--- config.mk ---
export PLATFORM = sky130hd
export DESIGN_NAME = bram_mask_pwm_mc_flat
export DESIGN_NICKNAME = d
export VERILOG_FILES = /design/src/rtl/bram_mask_pwm_mc_if.sv /design/src/rtl/bram_mask_pwm_mc.sv /design/src/flat_wrapper.sv
export SDC_FILE = /design/constraint.sdc
export NUM_CORES = 1
export LEC_CHECK = 0
export BUFFER_PORTS_ARGS = -buffer_cell sky130_fd_sc_hd__buf_2
export CAP_MARGIN = 5
export CORE_AREA = 8 8 148 150
export DETAILED_ROUTE_END_ITERATION = 12
export DIE_AREA = 0 0 156 158
export GPL_TIMING_DRIVEN = 0
export SETUP_SLACK_MARGIN = 0.3
export SLEW_MARGIN = 20
export SYNTH_ARGS = -nofsm -noshare
export SYNTH_HDL_FRONTEND = slang
export SYNTH_SLANG_ARGS = --single-unit
--- constraint.sdc ---
create_clock -name clk -period 3.25 [get_ports clk]
set_input_delay 0.1625 -clock clk [delete_from_list [all_inputs] [get_ports clk]]
set_output_delay 0.1625 -clock clk [all_outputs]
set_load 0.05 [all_outputs]
--- src/rtl/bram_mask_pwm_mc_if.sv ---
`default_nettype none
// ============================================================================
// Module   : bram_mask_pwm_mc_if
// Purpose  : AXI-Stream video beat bundle (data, valid, ready, last, user)
//            with master/slave views for the masking pipeline.
// Revision : 1.0 - initial release
// ============================================================================
interface bram_mask_pwm_mc_if #(
  parameter int DW = 16
) ();
  logic [DW-1:0] tdata;
  logic          tvalid;
  logic          tready;
  logic          tlast;
  logic          tuser;

  modport master (output tdata, output tvalid, output tlast, output tuser, input tready);
  modport slave  (input tdata, input tvalid, input tlast, input tuser, output tready);
endinterface
`default_nettype wire

--- src/rtl/bram_mask_pwm_mc.sv ---
`default_nettype none
// ============================================================================
// Module   : bram_mask_pwm_mc
// Purpose  : Two-stage video pipeline that gates each pixel with per-channel
//            BRAM mask bits, each channel dimmed by frame-rate PWM brightness.
// Revision : 1.0 - initial release
// ============================================================================
module bram_mask_pwm_mc #(
  parameter int DW    = 16,
  parameter int BW    = 32,
  parameter int NCH   = 2,
  parameter int PB    = 3,
  parameter int DEPTH = 65536
) (
  input  logic                    clk,
  input  logic                    rst_n,
  output logic [NCH-1:0]          bram_clk,
  output logic [NCH-1:0]          bram_rst,
  output logic [NCH-1:0]          bram_en,
  output logic [NCH-1:0]          bram_we,
  output logic [NCH*32-1:0]       bram_addr,
  output logic [NCH*BW-1:0]       bram_din,
  input  logic [NCH*BW-1:0]       bram_dout,
  bram_mask_pwm_mc_if.slave       v_s,
  bram_mask_pwm_mc_if.master      v_m,
  input  logic [NCH*(PB+1)-1:0]   bright,
  input  logic                    mode,
  output logic [PB-1:0]           pwm_slot
);
  localparam int PPW = BW / DW;
  localparam int P   = 1 << PB;
  localparam int WW  = (DEPTH > 1) ? $clog2(DEPTH) : 1;
  localparam int LW  = (PPW > 1) ? $clog2(PPW) : 1;
  localparam int BPW = BW / 8;

  // Lit test for one channel: the frame is lit when (s+1)*b/P and s*b/P fall
  // in different integer bins, which spreads exactly b lit frames over P.
  function automatic logic pwm_on(input logic [PB-1:0] s, input logic [PB:0] b);
    logic [2*PB+1:0] lo;
    logic [2*PB+1:0] hi;
    lo = (2*PB+2)'(s) * (2*PB+2)'(b);
    hi = lo + (2*PB+2)'(b);
    return hi[2*PB+1:PB] != lo[2*PB+1:PB];
  endfunction

  logic                  advance;
  logic                  accept;
  logic [WW-1:0]         word;
  logic [LW-1:0]         lane;
  logic [LW-1:0]         beat_lane;
  logic [31:0]           word_addr;
  logic [PB-1:0]         slot_inc;
  logic [PB-1:0]         beat_slot;
  logic [NCH-1:0][PB:0]  bright_clamp;
  logic [NCH-1:0][PB:0]  beat_bright;
  logic [NCH-1:0][PB:0]  frame_bright;
  logic                  beat_mode;
  logic                  frame_mode;

  logic                  s1_valid;
  logic [DW-1:0]         s1_data;
  logic                  s1_last;
  logic                  s1_user;
  logic [LW-1:0]         s1_lane;
  logic [PB-1:0]         s1_slot;
  logic [NCH-1:0][PB:0]  s1_bright;
  logic                  s1_mode;

  logic [NCH-1:0]        chan_on;
  logic [DW-1:0]         mask;
  logic [DW-1:0]         masked;

  logic                  out_valid;
  logic [DW-1:0]         out_data;
  logic                  out_last;
  logic                  out_user;

  // The whole pipeline, BRAM read port included, moves only when the output
  // slot is free or being drained this cycle.
  assign advance    = ~out_valid | v_m.tready;
  assign accept     = v_s.tvalid & advance;
  assign v_s.tready = advance;

  assign bram_clk  = {NCH{clk}};
  assign bram_rst  = {NCH{~rst_n}};
  assign bram_en   = {NCH{advance}};
  assign bram_we   = '0;
  assign bram_din  = '0;

  // A tuser beat always starts the frame at word 0 lane 0.
  assign word_addr = v_s.tuser ? 32'd0 : 32'(word) * 32'(BPW);
  assign bram_addr = {NCH{word_addr}};
  assign beat_lane = v_s.tuser ? '0 : lane;

  // Controls that travel with an incoming beat: a tuser beat carries the new
  // frame's values so the frame's first pixel already uses them.
  assign slot_inc  = pwm_slot + 1'b1;
  assign beat_slot = v_s.tuser ? slot_inc : pwm_slot;
  assign beat_mode = v_s.tuser ? mode : frame_mode;

  for (genvar c = 0; c < NCH; c++) begin : g_ch
    assign bright_clamp[c] = (bright[c*(PB+1) +: PB+1] > (PB+1)'(P)) ?
                             (PB+1)'(P) : bright[c*(PB+1) +: PB+1];
    assign beat_bright[c]  = v_s.tuser ? bright_clamp[c] : frame_bright[c];
    assign chan_on[c]      = pwm_on(s1_slot, s1_bright[c]);
  end

  // Word/lane walk through the mask; tuser rewinds, lane wrap bumps the word.
  always_ff @(posedge clk or negedge rst_n) begin
    if (!rst_n) begin
      word <= '0;
      lane <= '0;
    end else if (accept) begin
      if (v_s.tuser) begin
        if (PPW == 1) begin
          word <= (DEPTH > 1) ? WW'(1) : '0;
          lane <= '0;
        end else begin
          word <= '0;
          lane <= LW'(1);
        end
      end else if (lane == LW'(PPW - 1)) begin
        lane <= '0;
        word <= (word == WW'(DEPTH - 1)) ? '0 : word + 1'b1;
      end else begin
        lane <= lane + 1'b1;
      end
    end
  end

  // Frame-level registers update once per accepted start-of-frame beat.
  always_ff @(posedge clk or negedge rst_n) begin
    if (!rst_n) begin
      pwm_slot     <= '1;
      frame_bright <= '0;
      frame_mode   <= 1'b0;
    end else if (accept && v_s.tuser) begin
      pwm_slot     <= slot_inc;
      frame_bright <= bright_clamp;
      frame_mode   <= mode;
    end
  end

  // Stage 1: beat waits here while its BRAM word is being read.
  always_ff @(posedge clk or negedge rst_n) begin
    if (!rst_n) begin
      s1_valid  <= 1'b0;
      s1_data   <= '0;
      s1_last   <= 1'b0;
      s1_user   <= 1'b0;
      s1_lane   <= '0;
      s1_slot   <= '0;
      s1_bright <= '0;
      s1_mode   <= 1'b0;
    end else if (advance) begin
      s1_valid  <= v_s.tvalid;
      s1_data   <= v_s.tdata;
      s1_last   <= v_s.tlast;
      s1_user   <= v_s.tuser;
      s1_lane   <= beat_lane;
      s1_slot   <= beat_slot;
      s1_bright <= beat_bright;
      s1_mode   <= beat_mode;
    end
  end

  // Combine the selected lane of every lit channel into one pixel mask.
  always_comb begin
    mask = '0;
    for (int c = 0; c < NCH; c++) begin
      if (chan_on[c]) begin
        for (int i = 0; i < PPW; i++) begin
          if (s1_lane == LW'(i)) begin
            mask = mask | bram_dout[c*BW + BW - 1 - i*DW -: DW];
          end
        end
      end
    end
  end

  assign masked = s1_mode ? (s1_data & ~mask) : (s1_data & mask);

  // Stage 2: registered output beat.
  always_ff @(posedge clk or negedge rst_n) begin
    if (!rst_n) begin
      out_valid <= 1'b0;
      out_data  <= '0;
      out_last  <= 1'b0;
      out_user  <= 1'b0;
    end else if (advance) begin
      out_valid <= s1_valid;
      out_data  <= masked;
      out_last  <= s1_last;
      out_user  <= s1_user;
    end
  end

  assign v_m.tvalid = out_valid;
  assign v_m.tdata  = out_data;
  assign v_m.tlast  = out_last;
  assign v_m.tuser  = out_user;
endmodule
`default_nettype wire

--- src/flat_wrapper.sv ---
// flat-port wrapper written by rule: the top's interface ports become plain ports
module bram_mask_pwm_mc_flat 
#(
  parameter int DW    = 16,
  parameter int BW    = 32,
  parameter int NCH   = 2,
  parameter int PB    = 3,
  parameter int DEPTH = 65536
)
  (clk, rst_n, bram_clk, bram_rst, bram_en, bram_we, bram_addr, bram_din, bram_dout, bright, mode, pwm_slot, v_s_tdata, v_s_tvalid, v_s_tlast, v_s_tuser, v_s_tready, v_m_tdata, v_m_tvalid, v_m_tlast, v_m_tuser, v_m_tready);
  bram_mask_pwm_mc_if #(.DW(DW)) v_s_i ();
  bram_mask_pwm_mc_if #(.DW(DW)) v_m_i ();
  input  logic clk;
  input  logic rst_n;
  output logic [NCH-1:0] bram_clk;
  output logic [NCH-1:0] bram_rst;
  output logic [NCH-1:0] bram_en;
  output logic [NCH-1:0] bram_we;
  output logic [NCH*32-1:0] bram_addr;
  output logic [NCH*BW-1:0] bram_din;
  input  logic [NCH*BW-1:0] bram_dout;
  input  logic [NCH*(PB+1)-1:0] bright;
  input  logic mode;
  output logic [PB-1:0] pwm_slot;
  input wire logic [$bits(v_s_i.tdata)-1:0] v_s_tdata;
  input wire logic [$bits(v_s_i.tvalid)-1:0] v_s_tvalid;
  input wire logic [$bits(v_s_i.tlast)-1:0] v_s_tlast;
  input wire logic [$bits(v_s_i.tuser)-1:0] v_s_tuser;
  output wire logic [$bits(v_s_i.tready)-1:0] v_s_tready;
  output wire logic [$bits(v_m_i.tdata)-1:0] v_m_tdata;
  output wire logic [$bits(v_m_i.tvalid)-1:0] v_m_tvalid;
  output wire logic [$bits(v_m_i.tlast)-1:0] v_m_tlast;
  output wire logic [$bits(v_m_i.tuser)-1:0] v_m_tuser;
  input wire logic [$bits(v_m_i.tready)-1:0] v_m_tready;
  assign v_s_i.tdata = v_s_tdata;
  assign v_s_i.tvalid = v_s_tvalid;
  assign v_s_i.tlast = v_s_tlast;
  assign v_s_i.tuser = v_s_tuser;
  assign v_s_tready = v_s_i.tready;
  assign v_m_tdata = v_m_i.tdata;
  assign v_m_tvalid = v_m_i.tvalid;
  assign v_m_tlast = v_m_i.tlast;
  assign v_m_tuser = v_m_i.tuser;
  assign v_m_i.tready = v_m_tready;
  bram_mask_pwm_mc #(.DW(DW), .BW(BW), .NCH(NCH), .PB(PB), .DEPTH(DEPTH)) u_core (.clk(clk), .rst_n(rst_n), .bram_clk(bram_clk), .bram_rst(bram_rst), .bram_en(bram_en), .bram_we(bram_we), .bram_addr(bram_addr), .bram_din(bram_din), .bram_dout(bram_dout), .v_s(v_s_i), .v_m(v_m_i), .bright(bright), .mode(mode), .pwm_slot(pwm_slot));
endmodule
==> results of run 1 <==
cells by family (layout without fill, tap and decap cells):
kind of cell | count (synthesis) | after routing | synth area share [%]
multiplexers | 43 | 43 | 7.640
AND/OR/NAND/NOR | 227 | 227 | 19.04
other | 1 | 98 | 0.06506
AO/OA/AOI/OAI | 105 | 105 | 13.44
flip-flops | 80 | 80 | 34.79
XOR/XNOR | 8 | 8 | 1.216
buffers and inverters | 165 | 375 | 19.12
adder cells (fa/ha/maj) | 18 | 18 | 4.689
final cells by class:
cell class | instances | share of cell area (%)
multi-input cells | 499 | 37.96
flip-flops and latches | 80 | 24.52
repair buffers | 188 | 13.87
plain buffers | 154 | 13.62
clock buffers | 17 | 4.434
well taps | 270 | 4.128
clock inverters | 5 | 0.9632
inverters | 11 | 0.5045
through the flow:
stage                     std cells  hold WS [ns]  power, mW
after floorplan                 744       -0.1331      3.957
after global placement         1168        0.3604      4.721
after detailed placement       1169        0.1900      4.786
after CTS                      1224       0.01464      6.851
after global routing           1224       0.04078      7.279
final                          1224       0.03076      6.874
final timing paths:
kind	startpoint	to	slack (ns)
worst max-delay path	u_core.s1_slot[2]$_DFFE_PN0N_	u_core.v_m.tdata[5]$_DFFE_PN0N_	0.11
worst min register to register	u_core.s1_user$_DFFE_PN0N_	u_core.s1_user$_DFFE_PN0N_	0.46
worst max register to register	u_core.s1_slot[2]$_DFFE_PN0N_	u_core.v_m.tdata[5]$_DFFE_PN0N_	0.11
min in group asynchronous	rst_n	u_core.s1_last$_DFFE_PN0N_	0.24
max in group asynchronous	rst_n	u_core.pwm_slot[1]$_DFFE_PN1P_	2.33
worst min-delay path	bright[7]	u_core.frame_bright[7]$_DFFE_PN0P_	0.03
flip-flops by register name, indices dropped and copies added (netlist names), 3 cells and up:
signal / flops
u_core.s1_slot: 3
u_core.s1_data: 16
u_core.word: 16
u_core.v_m.tdata: 16
u_core.pwm_slot: 3
u_core.frame_bright: 8
u_core.s1_bright: 8
synth_stat cells, drive strengths merged (2+ instances only):
cell | count | share of area [%]
a21o | 2 | 0.26
a21oi | 9 | 1.2
a22o | 4 | 0.61
a31oi | 10 | 1.1
and2 | 9 | 0.98
and3 | 19 | 2.1
and4 | 2 | 0.30
buf | 138 | 17
clkbuf | 16 | 1.1
dfrtp | 77 | 33
dfstp | 3 | 1.4
fa | 6 | 2.1
ha | 12 | 2.6
inv | 10 | 0.65
mux2 | 5 | 1.0
mux2i | 38 | 6.6
nand2 | 125 | 8.1
nand2b | 14 | 1.5
nand3 | 10 | 0.87
nand3b | 6 | 0.78
nand4 | 6 | 0.91
nor2 | 17 | 1.1
nor2b | 16 | 1.7
o211ai | 17 | 2.2
o21ai | 23 | 2.0
o221ai | 16 | 2.4
o22a | 16 | 2.4
xnor2 | 6 | 0.91
xor2 | 2 | 0.30
power groups by stage:
| stage | registers (mW) | clock network (mW) | logic, mW |
|---|---|---|---|
| after global placement | 1.39 | 0.150 | 3.18 |
| final | 1.39 | 1.53 | 3.96 |
| after detailed placement | 1.40 | 0.150 | 3.23 |
| after global routing | 1.42 | 1.62 | 4.24 |
| after CTS | 1.39 | 1.57 | 3.89 |
| after floorplan | 1.69 | 0.133 | 2.14 |
repair_timing:
item | CTS | global route
setup buffers | 7 | 0
setup endpoints to repair | 18 | 16
hold endpoints to repair | 66 | 0
pin swaps | 11 | 1
hold buffers | 26 | 0
resized for setup | 21 | 6
gates cloned | 2 | 0
worst register-to-register path, delay by kind of cell (launching register included):
family / cells / cell delay, ns
AO/OA/AOI/OAI: 2 / 0.35
XOR/XNOR: 1 / 0.12
adder cells (fa/ha/maj): 4 / 1.47
buffers and inverters: 2 / 0.21
flip-flops: 1 / 0.42
multiplexers: 1 / 0.30
AND/OR/NAND/NOR: 2 / 0.14
metal layers:
layer  up-vias  share of wire (%)  global-route usage [%]
li1       2601                  -                       -
met1      2404                 41                   16.05
met2       145                 51                   23.59
met3        23                6.4                   4.286
met4         0                1.5                   4.436
met5         -                  0                       0
cells in the final DEF, fill, tap and decap left out, types with 16 or more instances in the layout:
| master | n |
|---|---|
| dlygate4sd3_1 | 26 |
| o22a_1 | 16 |
| nand2_1 | 124 |
| and3_1 | 18 |
| nor2b_1 | 16 |
| o21ai_0 | 20 |
| conb_1 | 98 |
| dfrtp_1 | 76 |
| buf_2 | 161 |
| o211ai_1 | 17 |
| mux2i_1 | 38 |
| buf_4 | 128 |
| nor2_1 | 17 |
==> metrics.csv, run 1 <==
stage,metric,value,unit
critical_path,slowest_delay,0.56,ns
logic_synthesis,seq_area_frac_synth,34.79,%
logic_synthesis,synth_area,0.005764,sq mm
die,fp.dieW,156,microns
logic_synthesis,avgSynthCellArea,8.909,sq um
min_path,hold_path_class,in2reg,
die,ioPinCount,254,
power_and_ir_drop,max-vdd-ir-drop,378.9,uV
critical_path,critPathLaunchType,register,
final_layout,antenna_cells,0,
logic_synthesis,synth-main-ff-cell,dfrtp_1,
route,drc,0,
grt,grt_pass1_vias,5068,
final_layout,seq_area,0.002007,sq mm
grt,antenna_found_initial,0,
sta,grt_setup_unrepaired,yes,
die,core,0.01971,sq mm
clocking,worstSkewPairLatency,0.46,ns
die,start_util,29.24,%
power_and_ir_drop,p_per_area,840.0,mW/mm^2
sta,fin_crit_sh,96.57,%
critical_path,cp_top_family,adder cells,
final_layout,drive_above_1_share,36.69,%
run,cap_violations,0,
min_path,worst_hold_path.num_cells,2,
sta,worst_pin_slew,0.6078,ns
sta,setup_viol,0,
outcome,status,"finished, final reports clean",
power_and_ir_drop,internal_power,3.866,mW
power_and_ir_drop,combinationalPowerShare,57.6,%
place,placed_cell_area,0.007291,sq mm
place,place_congestion,0.8072,
route,drt_iter0_drc,247,
sta,fmax,0.3186,GHz
critical_path,crit_buf_inv,2,
power_and_ir_drop,power_switching,3.008,mW
final_layout,area_growth,41.98,%
power_and_ir_drop,p_leak,4.340,nW
logic_synthesis,async_flop_share,100.0,%
final_layout,final_area,0.008184,sq mm
clocking,path_clk_slew,0.06,ns
place,place_hpwl,13680,microns
critical_path,critPathKind,reg2reg,
route,vias_per_cell,4.226,
die,dieArea,0.02465,sq mm
route,firstDrtPassIters,6,
logic_synthesis,ys_warn_count,0,
sta,fin_crit,3.139,ns
sta,relSlewSlack,59.48,%
critical_path,r2r_cells,12,
clocking,cts_tree,done,
power_and_ir_drop,p_clk_share,22.2,%
logic_synthesis,synth_edf_count,0,
critical_path,cp.depth,12,
final_layout,fin_nets,1062,
sta,setup_tns,0,ns
critical_path,worstPathCellList,"nand2_2, fa_1, inv_1, ha_2, fa_2, ha_4, xor2_1, nor2_1, mux2_4, buf_6, o221ai_1, o211ai_1",
critical_path,cp.arrival,3.46,ns
route,routedWlPerCell,14.42,microns
route,via_count,5173,
place,place_ws,-0.1302,ns
die,fp.dieH,158,microns
grt,grt_max_degree,46,
critical_path,cp_max_fo,10,
logic_synthesis,synth_cell_types,52,
grt,overflow,0,
final_layout,multiInputGateArea,0.003107,sq mm
final_layout,fillCellCount,2007,
critical_path,cp_slowest_cell,fa_2,
route,final_antenna_net_count,0,
critical_path,crit_path_end_kind,register,
power_and_ir_drop,seq_power_share,20.2,%
place,portBuffers,154,
logic_synthesis,synth_seq_cells,80,
final_layout,post-route-util,41.51,%
sta,final-hold-violation-count,0,
power_and_ir_drop,swShare,43.76,%
critical_path,cp.required,3.57,ns
route,wl,17650,microns
sta,setup_slack,0.1114,ns
logic_synthesis,synth_cells,647,
sta,finalMaxSlewViolations,0,
die,rows,52,
grt,grt_util_all_layers,13.75,%
grt,grt_pass1_wl,26540,microns
sta,skew,0.009998,ns
Power figures use the tool's default switching activity.
==> inputs of run 2 (changes only) <==
GPL_TIMING_DRIVEN = unset   (was 0)
==> metrics.csv, run 2 (synthesized netlist as in run 1, its figures left out) <==
stage,metric,value,unit,change
final_layout,final_area,0.007254,sq mm,was 0.008184 sq mm
critical_path,critPathLaunchType,register,,unchanged
final_layout,antenna_cells,0,,unchanged
route,vias_per_cell,4.403,,was 4.226
power_and_ir_drop,p_per_area,960.0,mW/mm^2,was 840.0 mW/mm^2
place,place_hpwl,11720,microns,was 13680 microns
sta,grt_setup_unrepaired,yes,,unchanged
critical_path,cp.required,3.62,ns,was 3.57 ns
critical_path,r2r_cells,10,,was 12
critical_path,crit_path_end_kind,register,,unchanged
power_and_ir_drop,p_leak,3.662,nW,was 4.340 nW
route,wl,17070,microns,was 17650 microns
final_layout,mostFrequentLayoutCells,"buf_2, nand2_1, conb_1, dfrtp_1, mux2i_1",,"was buf_2, buf_4, nand2_1, conb_1, dfrtp_1"
sta,relSlewSlack,32.76,%,was 59.48%
grt,grt_util_all_layers,13.37,%,was 13.75%
power_and_ir_drop,fin_total_pwr,6.964,mW,was 6.874 mW
min_path,min_to,u_core.frame_bright[4]$_DFFE_PN0P_,,was u_core.frame_bright[7]$_DFFE_PN0P_
clocking,worstSkewPairLatency,0.45,ns,was 0.46 ns
die,dieArea,0.02465,sq mm,unchanged
min_path,worst_hold_path.num_cells,3,,was 2
power_and_ir_drop,max-vdd-ir-drop,526.1,uV,was 378.9 uV
final_layout,drive_above_1_share,29.48,%,was 36.69%
critical_path,cp.arrival,3.48,ns,was 3.46 ns
grt,grt_pass1_wl,25980,microns,was 26540 microns
die,start_util,29.24,%,unchanged
route,via_count,4773,,was 5173
die,ioPinCount,254,,unchanged
place,place_congestion,0.7835,,was 0.8072
route,final_antenna_net_count,0,,unchanged
place,portBuffers,155,,was 154
die,fp.dieH,158,microns,unchanged
route,drc,0,,unchanged
grt,grt_pass1_vias,4969,,was 5068
clocking,cts_tree,done,,unchanged
critical_path,reg2reg_setup_slack,0.14,ns,was 0.11 ns
sta,fin_crit,3.111,ns,was 3.139 ns
grt,grt_max_degree,47,,was 46
route,routedWlPerCell,15.75,microns,was 14.42 microns
critical_path,critPathKind,reg2reg,,unchanged
die,rows,52,,unchanged
critical_path,cp_max_fo,8,,was 10
grt,antenna_found_initial,0,,unchanged
min_path,hold_start,bright[4],,was bright[7]
place,placed_cell_area,0.006297,sq mm,was 0.007291 sq mm
critical_path,reg2reg_to,u_core.v_m.tdata[2]$_DFFE_PN0N_,,was u_core.v_m.tdata[5]$_DFFE_PN0N_
run,cap_violations,0,,unchanged
route,firstDrtPassIters,4,,was 6
sta,fin_crit_sh,95.73,%,was 96.57%
sta,finalMaxSlewViolations,0,,unchanged
final_layout,final_common_cell,buf_2,,unchanged
sta,skew,0.007943,ns,was 0.009998 ns
min_path,hold_path_class,in2reg,,unchanged
final_layout,area_growth,25.85,%,was 41.98%
die,core,0.01971,sq mm,unchanged
critical_path,reg2reg_from,u_core.s1_slot[2]$_DFFE_PN0N_,,unchanged
sta,setup_viol,0,,unchanged
grt,overflow,0,,unchanged
route,drt_iter0_drc,186,,was 247
outcome,status,"finished, final reports clean",,unchanged
sta,worst_pin_slew,1.004,ns,was 0.6078 ns
sta,final-hold-violation-count,0,,unchanged
sta,fmax,0.3214,GHz,was 0.3186 GHz
die,fp.dieW,156,microns,unchanged
final_layout,post-route-util,36.80,%,was 41.51%
clocking,path_clk_slew,0.06,ns,about the same
final_layout,fin_nets,922,,was 1062
run 2: cell types whose count changed in the layout (fill, tap and decap cells not counted), sizes merged:
cell and delta:
buf -126, bufinv -2, clkbuf -13, clkinv -1
dlygate4sd3 -2, inv +1, mux2 +3
run 2: worst max-delay path, cell delays in order (launching register included):
cell,delay (ns)
dfrtp_1,0.42
buf_6,0.14
and2_4,0.13
fa_1,0.57
fa_2,0.46
ha_4,0.33
xor2_4,0.17
nor2_4,0.07
mux2_4,0.34
o22a_1,0.23
o211ai_1,0.18
run 2: timing repair:
item | 4_1_cts | 5_1_grt
endpoints found under the hold margin | 59 | 0
resized for setup | 25 | 10
hold buffers | 24 | 0
endpoints found under the setup margin | 16 | 16
buffers inserted | 7 | 0
pin swaps | 14 | 8
gates cloned | 5 | 1
run 2: cell type report:
| class | count | area, sq um |
|---|---|---|
| fillers | 2013 | 12460 |
| multi-input cells | 502 | 3223 |
| flip-flops and latches | 80 | 2009 |
| repair buffers | 199 | 1264 |
| clock buffers | 19 | 360.3 |
| well taps | 270 | 337.8 |
| inverters | 11 | 41.29 |
| clock inverters | 3 | 18.77 |
run 2: where the power goes:
part           total (mW)  leakage [nW]  switching [mW]  internal [mW]
combinational        4.21          2.47            2.44           1.77
clock                1.31         0.191           0.545          0.764
sequential           1.45          1.01           0.225           1.22
total                6.96          3.66            3.21           3.75
run 2: worst max path at each step:
stage	startpoint	endpoint	slack [ns]	depth (start not counted)
after global placement	u_core.s1_slot[2]$_DFFE_PN0N_	u_core.v_m.tdata[14]$_DFFE_PN0N_	0.10	11
after global routing	u_core.s1_slot[0]$_DFFE_PN0N_	u_core.v_m.tdata[2]$_DFFE_PN0N_	-0.02	13
final	u_core.s1_slot[2]$_DFFE_PN0N_	u_core.v_m.tdata[2]$_DFFE_PN0N_	0.14	10
after CTS	u_core.s1_slot[2]$_DFFE_PN0N_	u_core.v_m.tdata[2]$_DFFE_PN0N_	0.13	10
after floorplan	u_core.s1_slot[2]$_DFFE_PN0N_	u_core.v_m.tdata[4]$_DFFE_PN0N_	0.22	12
after detailed placement	u_core.s1_slot[2]$_DFFE_PN0N_	u_core.v_m.tdata[9]$_DFFE_PN0N_	0.02	11
run 2: stage by stage:
step | setup slack [ns] | setup TNS (ns) | std cells | hold slack (ns)
5_1_grt | -0.01858 | -0.01858 | 1084 | 0.02586
6_report | 0.1388 | 0 | 1084 | 0.01443
2_1_floorplan | 0.2220 | 0 | 744 | -0.1331
4_1_cts | 0.1345 | 0 | 1083 | 0.01017
3_5_place_dp | 0.02163 | 0 | 1027 | 0.07400
3_3_place_gp | 0.1019 | 0 | 1027 | 0.07447
run 2: metal layers:
| metal | global-route usage (%) | wire [microns] |
|---|---|---|
| met3 | 3.631 | 961 |
| met5 | 0 | 0 |
| met1 | 15.52 | 6968 |
| met4 | 4.344 | 168 |
| met2 | 23.43 | 8971 |
